--- config.mk ---
export PLATFORM = sky130hd
export DESIGN_NAME = multicycle_main_fsm
export DESIGN_NICKNAME = d
export VERILOG_FILES = /design/src/rtl/main_fsm_pkg.sv /design/src/rtl/main_fsm_outdec.sv /design/src/rtl/multicycle_main_fsm.sv
export SDC_FILE = /design/constraint.sdc
export NUM_CORES = 1
export LEC_CHECK = 0
export CAP_MARGIN = 20
export CELL_PAD_IN_SITES_DETAIL_PLACEMENT = 0
export CELL_PAD_IN_SITES_GLOBAL_PLACEMENT = 1
export CORE_ASPECT_RATIO = 1.2
export CORE_MARGIN = 2
export CORE_UTILIZATION = 25
export DETAILED_ROUTE_END_ITERATION = 8
export PLACE_DENSITY = 0.82
export REMOVE_ABC_BUFFERS = 1
export SLEW_MARGIN = 20
export SYNTH_ARGS = -nofsm -noshare
export SYNTH_HDL_FRONTEND = slang
export SYNTH_SLANG_ARGS = --single-unit
--- constraint.sdc ---
create_clock -name clk -period 1.5 [get_ports clk]
set_input_delay 0.3 -clock clk [delete_from_list [all_inputs] [get_ports clk]]
set_output_delay 0.3 -clock clk [all_outputs]
set_load 0.005 [all_outputs]
--- src/rtl/main_fsm_pkg.sv ---
// Shared definitions for the multicycle RV32I main control FSM.
// Holds the state encoding, supported opcodes, ALUOp codes, datapath
// select codes and the decoded control bundle passed from the output
// decoder to the top level.
package main_fsm_pkg;

  localparam int unsigned STATE_W = 4;

  typedef enum logic [STATE_W-1:0] {
    S_FETCH    = 4'd0,
    S_DECODE   = 4'd1,
    S_MEMADR   = 4'd2,
    S_MEMREAD  = 4'd3,
    S_MEMWB    = 4'd4,
    S_MEMWRITE = 4'd5,
    S_EXECR    = 4'd6,
    S_EXECI    = 4'd7,
    S_ALUWB    = 4'd8,
    S_BRANCH   = 4'd9,
    S_JAL      = 4'd10
  } state_t;

  // Opcodes
  localparam logic [6:0] OP_LW     = 7'b0000011;
  localparam logic [6:0] OP_SW     = 7'b0100011;
  localparam logic [6:0] OP_R      = 7'b0110011;
  localparam logic [6:0] OP_I      = 7'b0010011;
  localparam logic [6:0] OP_BRANCH = 7'b1100011;
  localparam logic [6:0] OP_JAL    = 7'b1101111;

  // Branch funct3
  localparam logic [2:0] F3_BEQ = 3'b000;
  localparam logic [2:0] F3_BNE = 3'b001;

  // ALUOp to the ALU decoder
  localparam logic [1:0] ALUOP_ADD   = 2'b00;
  localparam logic [1:0] ALUOP_SUB   = 2'b01;
  localparam logic [1:0] ALUOP_FUNCT = 2'b10;

  // Result mux
  localparam logic [1:0] RES_ALUOUT    = 2'b00;
  localparam logic [1:0] RES_DATA      = 2'b01;
  localparam logic [1:0] RES_ALURESULT = 2'b10;

  // ALU source A mux
  localparam logic [1:0] SRCA_PC    = 2'b00;
  localparam logic [1:0] SRCA_OLDPC = 2'b01;
  localparam logic [1:0] SRCA_RS1   = 2'b10;

  // ALU source B mux
  localparam logic [1:0] SRCB_RS2   = 2'b00;
  localparam logic [1:0] SRCB_IMM   = 2'b01;
  localparam logic [1:0] SRCB_FOUR  = 2'b10;

  // Pure state decode. fetch/branch/decode flag the states whose strobes
  // are finished off by the top level using live inputs.
  typedef struct packed {
    logic       pc_write;
    logic       fetch;
    logic       branch;
    logic       decode;
    logic       adr_src;
    logic       mem_write;
    logic       reg_write;
    logic [1:0] result_src;
    logic [1:0] alu_src_a;
    logic [1:0] alu_src_b;
    logic [1:0] alu_op;
  } ctrl_t;

endpackage

--- src/rtl/main_fsm_outdec.sv ---
// Combinational state-to-control decoder for the main FSM.
// Ports:
//   state - current state register contents (ST_W bits)
//   ctrl  - decoded Moore controls plus flags for input-gated strobes
// Unused encodings decode to all zeros.
module main_fsm_outdec
  import main_fsm_pkg::*;
#(
  parameter int unsigned ST_W = STATE_W
) (
  input  logic [ST_W-1:0] state,
  output ctrl_t           ctrl
);

  always_comb begin
    ctrl = '0;
    case (state_t'(state))
      S_FETCH: begin
        ctrl.fetch      = 1'b1;
        ctrl.adr_src    = 1'b0;
        ctrl.alu_src_a  = SRCA_PC;
        ctrl.alu_src_b  = SRCB_FOUR;
        ctrl.alu_op     = ALUOP_ADD;
        ctrl.result_src = RES_ALURESULT;
      end
      S_DECODE: begin
        ctrl.decode     = 1'b1;
        ctrl.alu_src_a  = SRCA_OLDPC;
        ctrl.alu_src_b  = SRCB_IMM;
        ctrl.alu_op     = ALUOP_ADD;
      end
      S_MEMADR: begin
        ctrl.alu_src_a  = SRCA_RS1;
        ctrl.alu_src_b  = SRCB_IMM;
        ctrl.alu_op     = ALUOP_ADD;
      end
      S_MEMREAD: begin
        ctrl.adr_src    = 1'b1;
        ctrl.result_src = RES_ALUOUT;
      end
      S_MEMWB: begin
        ctrl.result_src = RES_DATA;
        ctrl.reg_write  = 1'b1;
      end
      S_MEMWRITE: begin
        ctrl.adr_src    = 1'b1;
        ctrl.result_src = RES_ALUOUT;
        ctrl.mem_write  = 1'b1;
      end
      S_EXECR: begin
        ctrl.alu_src_a  = SRCA_RS1;
        ctrl.alu_src_b  = SRCB_RS2;
        ctrl.alu_op     = ALUOP_FUNCT;
      end
      S_EXECI: begin
        ctrl.alu_src_a  = SRCA_RS1;
        ctrl.alu_src_b  = SRCB_IMM;
        ctrl.alu_op     = ALUOP_FUNCT;
      end
      S_ALUWB: begin
        ctrl.result_src = RES_ALUOUT;
        ctrl.reg_write  = 1'b1;
      end
      S_BRANCH: begin
        ctrl.branch     = 1'b1;
        ctrl.alu_src_a  = SRCA_RS1;
        ctrl.alu_src_b  = SRCB_RS2;
        ctrl.alu_op     = ALUOP_SUB;
        ctrl.result_src = RES_ALUOUT;
      end
      S_JAL: begin
        ctrl.pc_write   = 1'b1;
        ctrl.alu_src_a  = SRCA_OLDPC;
        ctrl.alu_src_b  = SRCB_FOUR;
        ctrl.alu_op     = ALUOP_ADD;
        ctrl.result_src = RES_ALUOUT;
      end
      default: ctrl = '0;
    endcase
  end

endmodule

--- src/rtl/multicycle_main_fsm.sv ---
// Main control FSM of the multicycle RV32I core.
// Sequences fetch/decode/execute/memory/writeback and drives the datapath
// selects, write strobes and ALUOp for the downstream ALU decoder.
// Ports:
//   clk, rst_n        - clock, asynchronous active-low reset
//   op, funct3, zero  - instruction fields and ALU zero flag
//   mem_ready         - memory access completes this cycle
//   pc_write, adr_src, mem_write, ir_write, reg_write - strobes/selects
//   result_src, alu_src_a, alu_src_b, alu_op          - datapath selects
//   illegal_op        - one-cycle pulse on an unsupported instruction
// Optional feature macro: BRANCH_BNE_EN (adds bne in BRANCH; when absent,
// funct3=001 in BRANCH is not taken and raises illegal_op).
module multicycle_main_fsm
  import main_fsm_pkg::*;
#(
  parameter int unsigned OP_W = 7,
  parameter int unsigned ST_W = 4
) (
  input  logic            clk,
  input  logic            rst_n,
  input  logic [OP_W-1:0] op,
  input  logic [2:0]      funct3,
  input  logic            zero,
  input  logic            mem_ready,
  output logic            pc_write,
  output logic            adr_src,
  output logic            mem_write,
  output logic            ir_write,
  output logic            reg_write,
  output logic [1:0]      result_src,
  output logic [1:0]      alu_src_a,
  output logic [1:0]      alu_src_b,
  output logic [1:0]      alu_op,
  output logic            illegal_op
);

  state_t state;
  ctrl_t  ctrl;

  logic is_lw, is_sw, is_r, is_i, is_br, is_jal, op_known;
  logic beq_taken, bne_taken, br_illegal;

  assign is_lw    = (op == OP_W'(OP_LW));
  assign is_sw    = (op == OP_W'(OP_SW));
  assign is_r     = (op == OP_W'(OP_R));
  assign is_i     = (op == OP_W'(OP_I));
  assign is_br    = (op == OP_W'(OP_BRANCH));
  assign is_jal   = (op == OP_W'(OP_JAL));
  assign op_known = is_lw | is_sw | is_r | is_i | is_br | is_jal;

  assign beq_taken = (funct3 == F3_BEQ) & zero;
`ifdef BRANCH_BNE_EN
  assign bne_taken  = (funct3 == F3_BNE) & ~zero;
  assign br_illegal = 1'b0;
`else
  assign bne_taken  = 1'b0;
  assign br_illegal = (funct3 == F3_BNE);
`endif

  always_ff @(posedge clk or negedge rst_n) begin
    if (!rst_n) begin
      state <= S_FETCH;
    end else begin
      case (state)
        S_FETCH:    state <= mem_ready ? S_DECODE : S_FETCH;
        S_DECODE: begin
          if (is_lw | is_sw) state <= S_MEMADR;
          else if (is_r)     state <= S_EXECR;
          else if (is_i)     state <= S_EXECI;
          else if (is_br)    state <= S_BRANCH;
          else if (is_jal)   state <= S_JAL;
          else               state <= S_FETCH;
        end
        S_MEMADR:   state <= is_lw ? S_MEMREAD : S_MEMWRITE;
        S_MEMREAD:  state <= mem_ready ? S_MEMWB : S_MEMREAD;
        S_MEMWB:    state <= S_FETCH;
        S_MEMWRITE: state <= mem_ready ? S_FETCH : S_MEMWRITE;
        S_EXECR:    state <= S_ALUWB;
        S_EXECI:    state <= S_ALUWB;
        S_ALUWB:    state <= S_FETCH;
        S_BRANCH:   state <= S_FETCH;
        S_JAL:      state <= S_ALUWB;
        default:    state <= S_FETCH;
      endcase
    end
  end

  main_fsm_outdec #(
    .ST_W (ST_W)
  ) u_outdec (
    .state (state),
    .ctrl  (ctrl)
  );

  // Strobes are qualified with rst_n so nothing fires while reset is held,
  // even though FETCH would otherwise follow mem_ready.
  assign pc_write   = rst_n & (ctrl.pc_write
                             | (ctrl.fetch & mem_ready)
                             | (ctrl.branch & (beq_taken | bne_taken)));
  assign ir_write   = rst_n & ctrl.fetch & mem_ready;
  assign mem_write  = rst_n & ctrl.mem_write;
  assign reg_write  = rst_n & ctrl.reg_write;
  assign illegal_op = rst_n & ((ctrl.decode & ~op_known)
                             | (ctrl.branch & br_illegal));

  assign adr_src    = ctrl.adr_src;
  assign result_src = ctrl.result_src;
  assign alu_src_a  = ctrl.alu_src_a;
  assign alu_src_b  = ctrl.alu_src_b;
  assign alu_op     = ctrl.alu_op;

endmodule

==> impl_metrics.py <==
metrics = {
    "floorplan": {
        "rows": 19,
        "die_area_um2": 2795,
        "die_w_um": 48.60,
        "core_um2": 2282,
        "ios": 28,
        "chipHeight_um": 57.52,
        "start_util_pct": 26.15,
    },
    "drt": {
        "drc": 0,
        "wl_per_cell_um": 14.40,
        "drt_iter0_drc": 10,
        "drt_pass1_iterations": 4,
        "vias_per_cell": 5.154,
        "postRouteAntennaNets": 0,
        "vias": 938,
        "wirelength_mm": 2.620,
    },
    "sta": {
        "period_minus_slack_ns": 1.809,
        "hold_slack_ns": 0.5708,
        "worstMarginPinSlew_ns": 0.2859,
        "hold_violations": 0,
        "drv_slew": 0,
        "slew-limit-headroom_pct": 80.74,
        "timing.fmax_mhz": 552.8,
        "min_period_over_period_pct": 120.6,
        "setup-violations-final": 15,
        "final.setup_skew_ns": 0.005069,
        "rsz0062_at_grt": "true",
        "fin_ws_ns": -0.3090,
    },
    "worst_setup_path": {
        "cp_cell_sequence": "or3b_1 > a211o_1 > a21boi_1 > buf_2",
        "crit_buf_inv": 1,
        "r2r_slack_ns": -0.09,
        "slowest_delay_ns": 0.39,
        "crit_family": "flip-flops",
        "slowest_stage": "dfrtp_1",
        "path_max_fanout": 2,
        "cp-start-kind": "register",
        "critPathCaptureType": "output pin",
        "crit_type": "reg -> out",
        "critical_path_arrival_ns": 1.51,
        "critPathRequiredTime_ns": 1.20,
    },
    "pwr": {
        "ir_worst_vdd_uv": 285.9,
        "p_sw_mw": 0.1718,
        "p_int_mw": 0.3780,
        "power.leakage_nw": 0.6485,
        "netSwitchingFraction_pct": 31.25,
        "power_frac_clock_pct": 24.9,
        "p_seq_share_pct": 21.9,
        "finalPower_mw": 0.5498,
        "power.density_nw_per_um2": 403.5,
        "p_comb_share_pct": 53.2,
    },
    "place": {
        "io_buffers": 27,
        "finalWeightedCongestion": 0.8841,
        "hpwl_mm": 1.578,
    },
    "logic_synthesis": {
        "ys_seq_elements": 4,
        "synth_cell_types": 37,
        "ys_seq_area_share_pct": 16.77,
        "synth_area_um2": 596.8,
        "synth_area_per_cell_um2": 7.460,
        "netlist_instances": 80,
        "yosysWarnings": 0,
    },
    "clocking": {
        "cts-buffers-inserted": 3,
        "cts_tree": "yes",
        "htreeDepth": 1,
        "cts_hold_buf": 0,
        "cts-root-buf": "clkbuf_4",
        "clk_path_buf_depth": 2,
        "cts.sinks": 4,
        "clock_latency_ns": 0.24,
        "path_clk_slew_ns": 0.04,
    },
    "global_route": {
        "grt-ovfl-total": 0,
        "grt_max_degree": 10,
        "antenna_found_initial": 0,
        "grt_pass1_vias": 957,
        "grt_usage_pct": 18.10,
        "grt_pass1_wl_mm": 3.995,
    },
    "outcome": {
        "failed_checks": "setup timing",
        "status": "finished with violations",
    },
    "finish": {
        "fin_nets": 167,
        "area_growth_pct": 128.3,
        "final_layout_size_suffix_gt1_share_pct": 54.97,
        "reg.largest.list": "state x4",
        "antennaDiodeCount": 0,
        "largest_reg_flops": 4,
        "fillCellCount": 227,
        "top_register": "state",
    },
    "worst_hold_path": {
        "hold_class": "in -> async",
    },
    "run": {
        "drv_cap": 0,
    },
}
power groups by stage:
stage               registers (mW)  logic [mW]  clock network [mW]
global placement             0.119       0.244                   0
detailed placement           0.120       0.248                   0
floorplan                    0.129      0.0670                   0
finish                       0.121       0.293               0.137
global route                 0.121       0.311               0.146
CTS                          0.119       0.278               0.140
path summary, 6_finish.rpt:
path | cells past startpoint | start | end
worst max-delay path | 4 | state[3] | pc_write
worst min-delay path | 2 | rst_n | state[1]
worst max register to register | 6 | state[1] | state[1]
worst min register to register | 4 | state[3] | state[0]
max in group asynchronous | 2 | rst_n | state[2]
min in group clk | 5 | op[3] | state[0]
cells in the final DEF (no fill, tap or decap), types with 2 or more instances in the layout:
cell type,Yosys,routed
a31oi_1,2,2
and2_1,2,2
and3_1,2,2
and3b_1,3,3
buf_2,3,11
buf_4,2,31
buf_6,0,17
clkbuf_4,0,3
clkdlybuf4s50_1,0,9
dfrtp_1,4,2
dfrtp_2,0,2
dlygate4sd2_1,0,4
nand2_1,9,9
nand4_1,4,4
nor2_1,4,2
nor2_4,0,2
nor2b_1,6,5
nor3_1,3,3
nor3b_1,2,2
nor4b_4,0,2
o2111ai_2,0,2
o21ai_1,0,3
or3b_1,2,2
cell usage after synthesis:
cell type  number  share of area, %
a21boi_1        1               1.3
nand2_1         9               5.7
nor2_1          4               2.5
or2_2           2               2.1
nand4b_1        1               1.5
o2bb2ai_1       1               1.5
dfrtp_1         4                17
o41ai_2         1               2.7
nor3_1          3               2.5
nand3_1         1              0.84
and3b_1         3               4.4
a211o_1         1               1.5
buf_4           2               2.5
a21oi_1         2               1.7
nand3b_1        1               1.3
o2111ai_1       2               2.9
buf_2           3               2.5
nor3b_1         2               2.5
inv_1           1              0.63
and4bb_2        1               2.1
a21o_1          1               1.3
or3b_1          2               2.9
clkbuf_1        1              0.63
and3_1          2               2.1
a31oi_1         2               2.1
or3_1           1               1.0
o31ai_1         1               1.3
xor2_1          1               1.5
o21ai_0         4               3.4
nor4b_1         2               2.9
a32oi_1         1               1.5
nand4_1         4               4.2
nor2b_1         6               6.3
nor4b_2         1               2.5
nor4_1          2               2.1
and2_1          2               2.1
xnor2_1         2               2.9
stage by stage:
stage	cells	setup TNS, ns	worst slack, ns	area, um^2	util [%]
after global placement	162	-6.285	-0.8650	1097	48.08
after floorplan	74	-0.1293	-0.1293	563.0	-
after global routing	182	-3.355	-0.3561	1363	59.70
final	182	-2.480	-0.3090	1363	59.70
after CTS	177	-2.550	-0.2953	1294	56.69
after detailed placement	162	-6.432	-0.8565	1097	48.08
cells by family after synthesis:
| family | after synthesis | synth area share, % |
|---|---|---|
| AND/OR/NAND/NOR | 49 | 51.57 |
| AO/OA/AOI/OAI | 17 | 20.97 |
| buffers and inverters | 7 | 6.287 |
| flip-flops | 4 | 16.77 |
| XOR/XNOR | 3 | 4.403 |
cell type report:
| type | instances | area (um^2) | share of cell area, % |
|---|---|---|---|
| tap | 31 | 38.79 | 2.847 |
| multi-input combinational | 69 | 564.3 | 41.41 |
| sequential | 4 | 102.6 | 7.530 |
| timing repair buffer | 74 | 630.6 | 46.28 |
| clock buffer | 3 | 22.52 | 1.653 |
| inverter | 1 | 3.754 | 0.2755 |
worst reg2reg max path: cells and delay by family (launching register included):
| family | cells | cell delay (ns) |
|---|---|---|
| simple gates | 1 | 0.36 |
| flops | 1 | 0.37 |
| buf+inv | 3 | 0.36 |
| compound gates | 2 | 0.43 |
metal layers:
metal  routed length (um)  vias up  track usage (%)
li1                     -      447                -
met1                  974      441            18.06
met2                 1484       44            36.40
met3                  112        6            1.832
met4                   49        0            9.388
met5                    0        -                0
repair_timing:
action                     4_1_cts  5_1_grt
pin swaps                       14       15
gates resized for setup         88       14
hold endpoints to repair         0        0
setup buffers                   12        5
setup endpoints to repair       16       17
No activity file was read; power rests on OpenSTA's default activity.
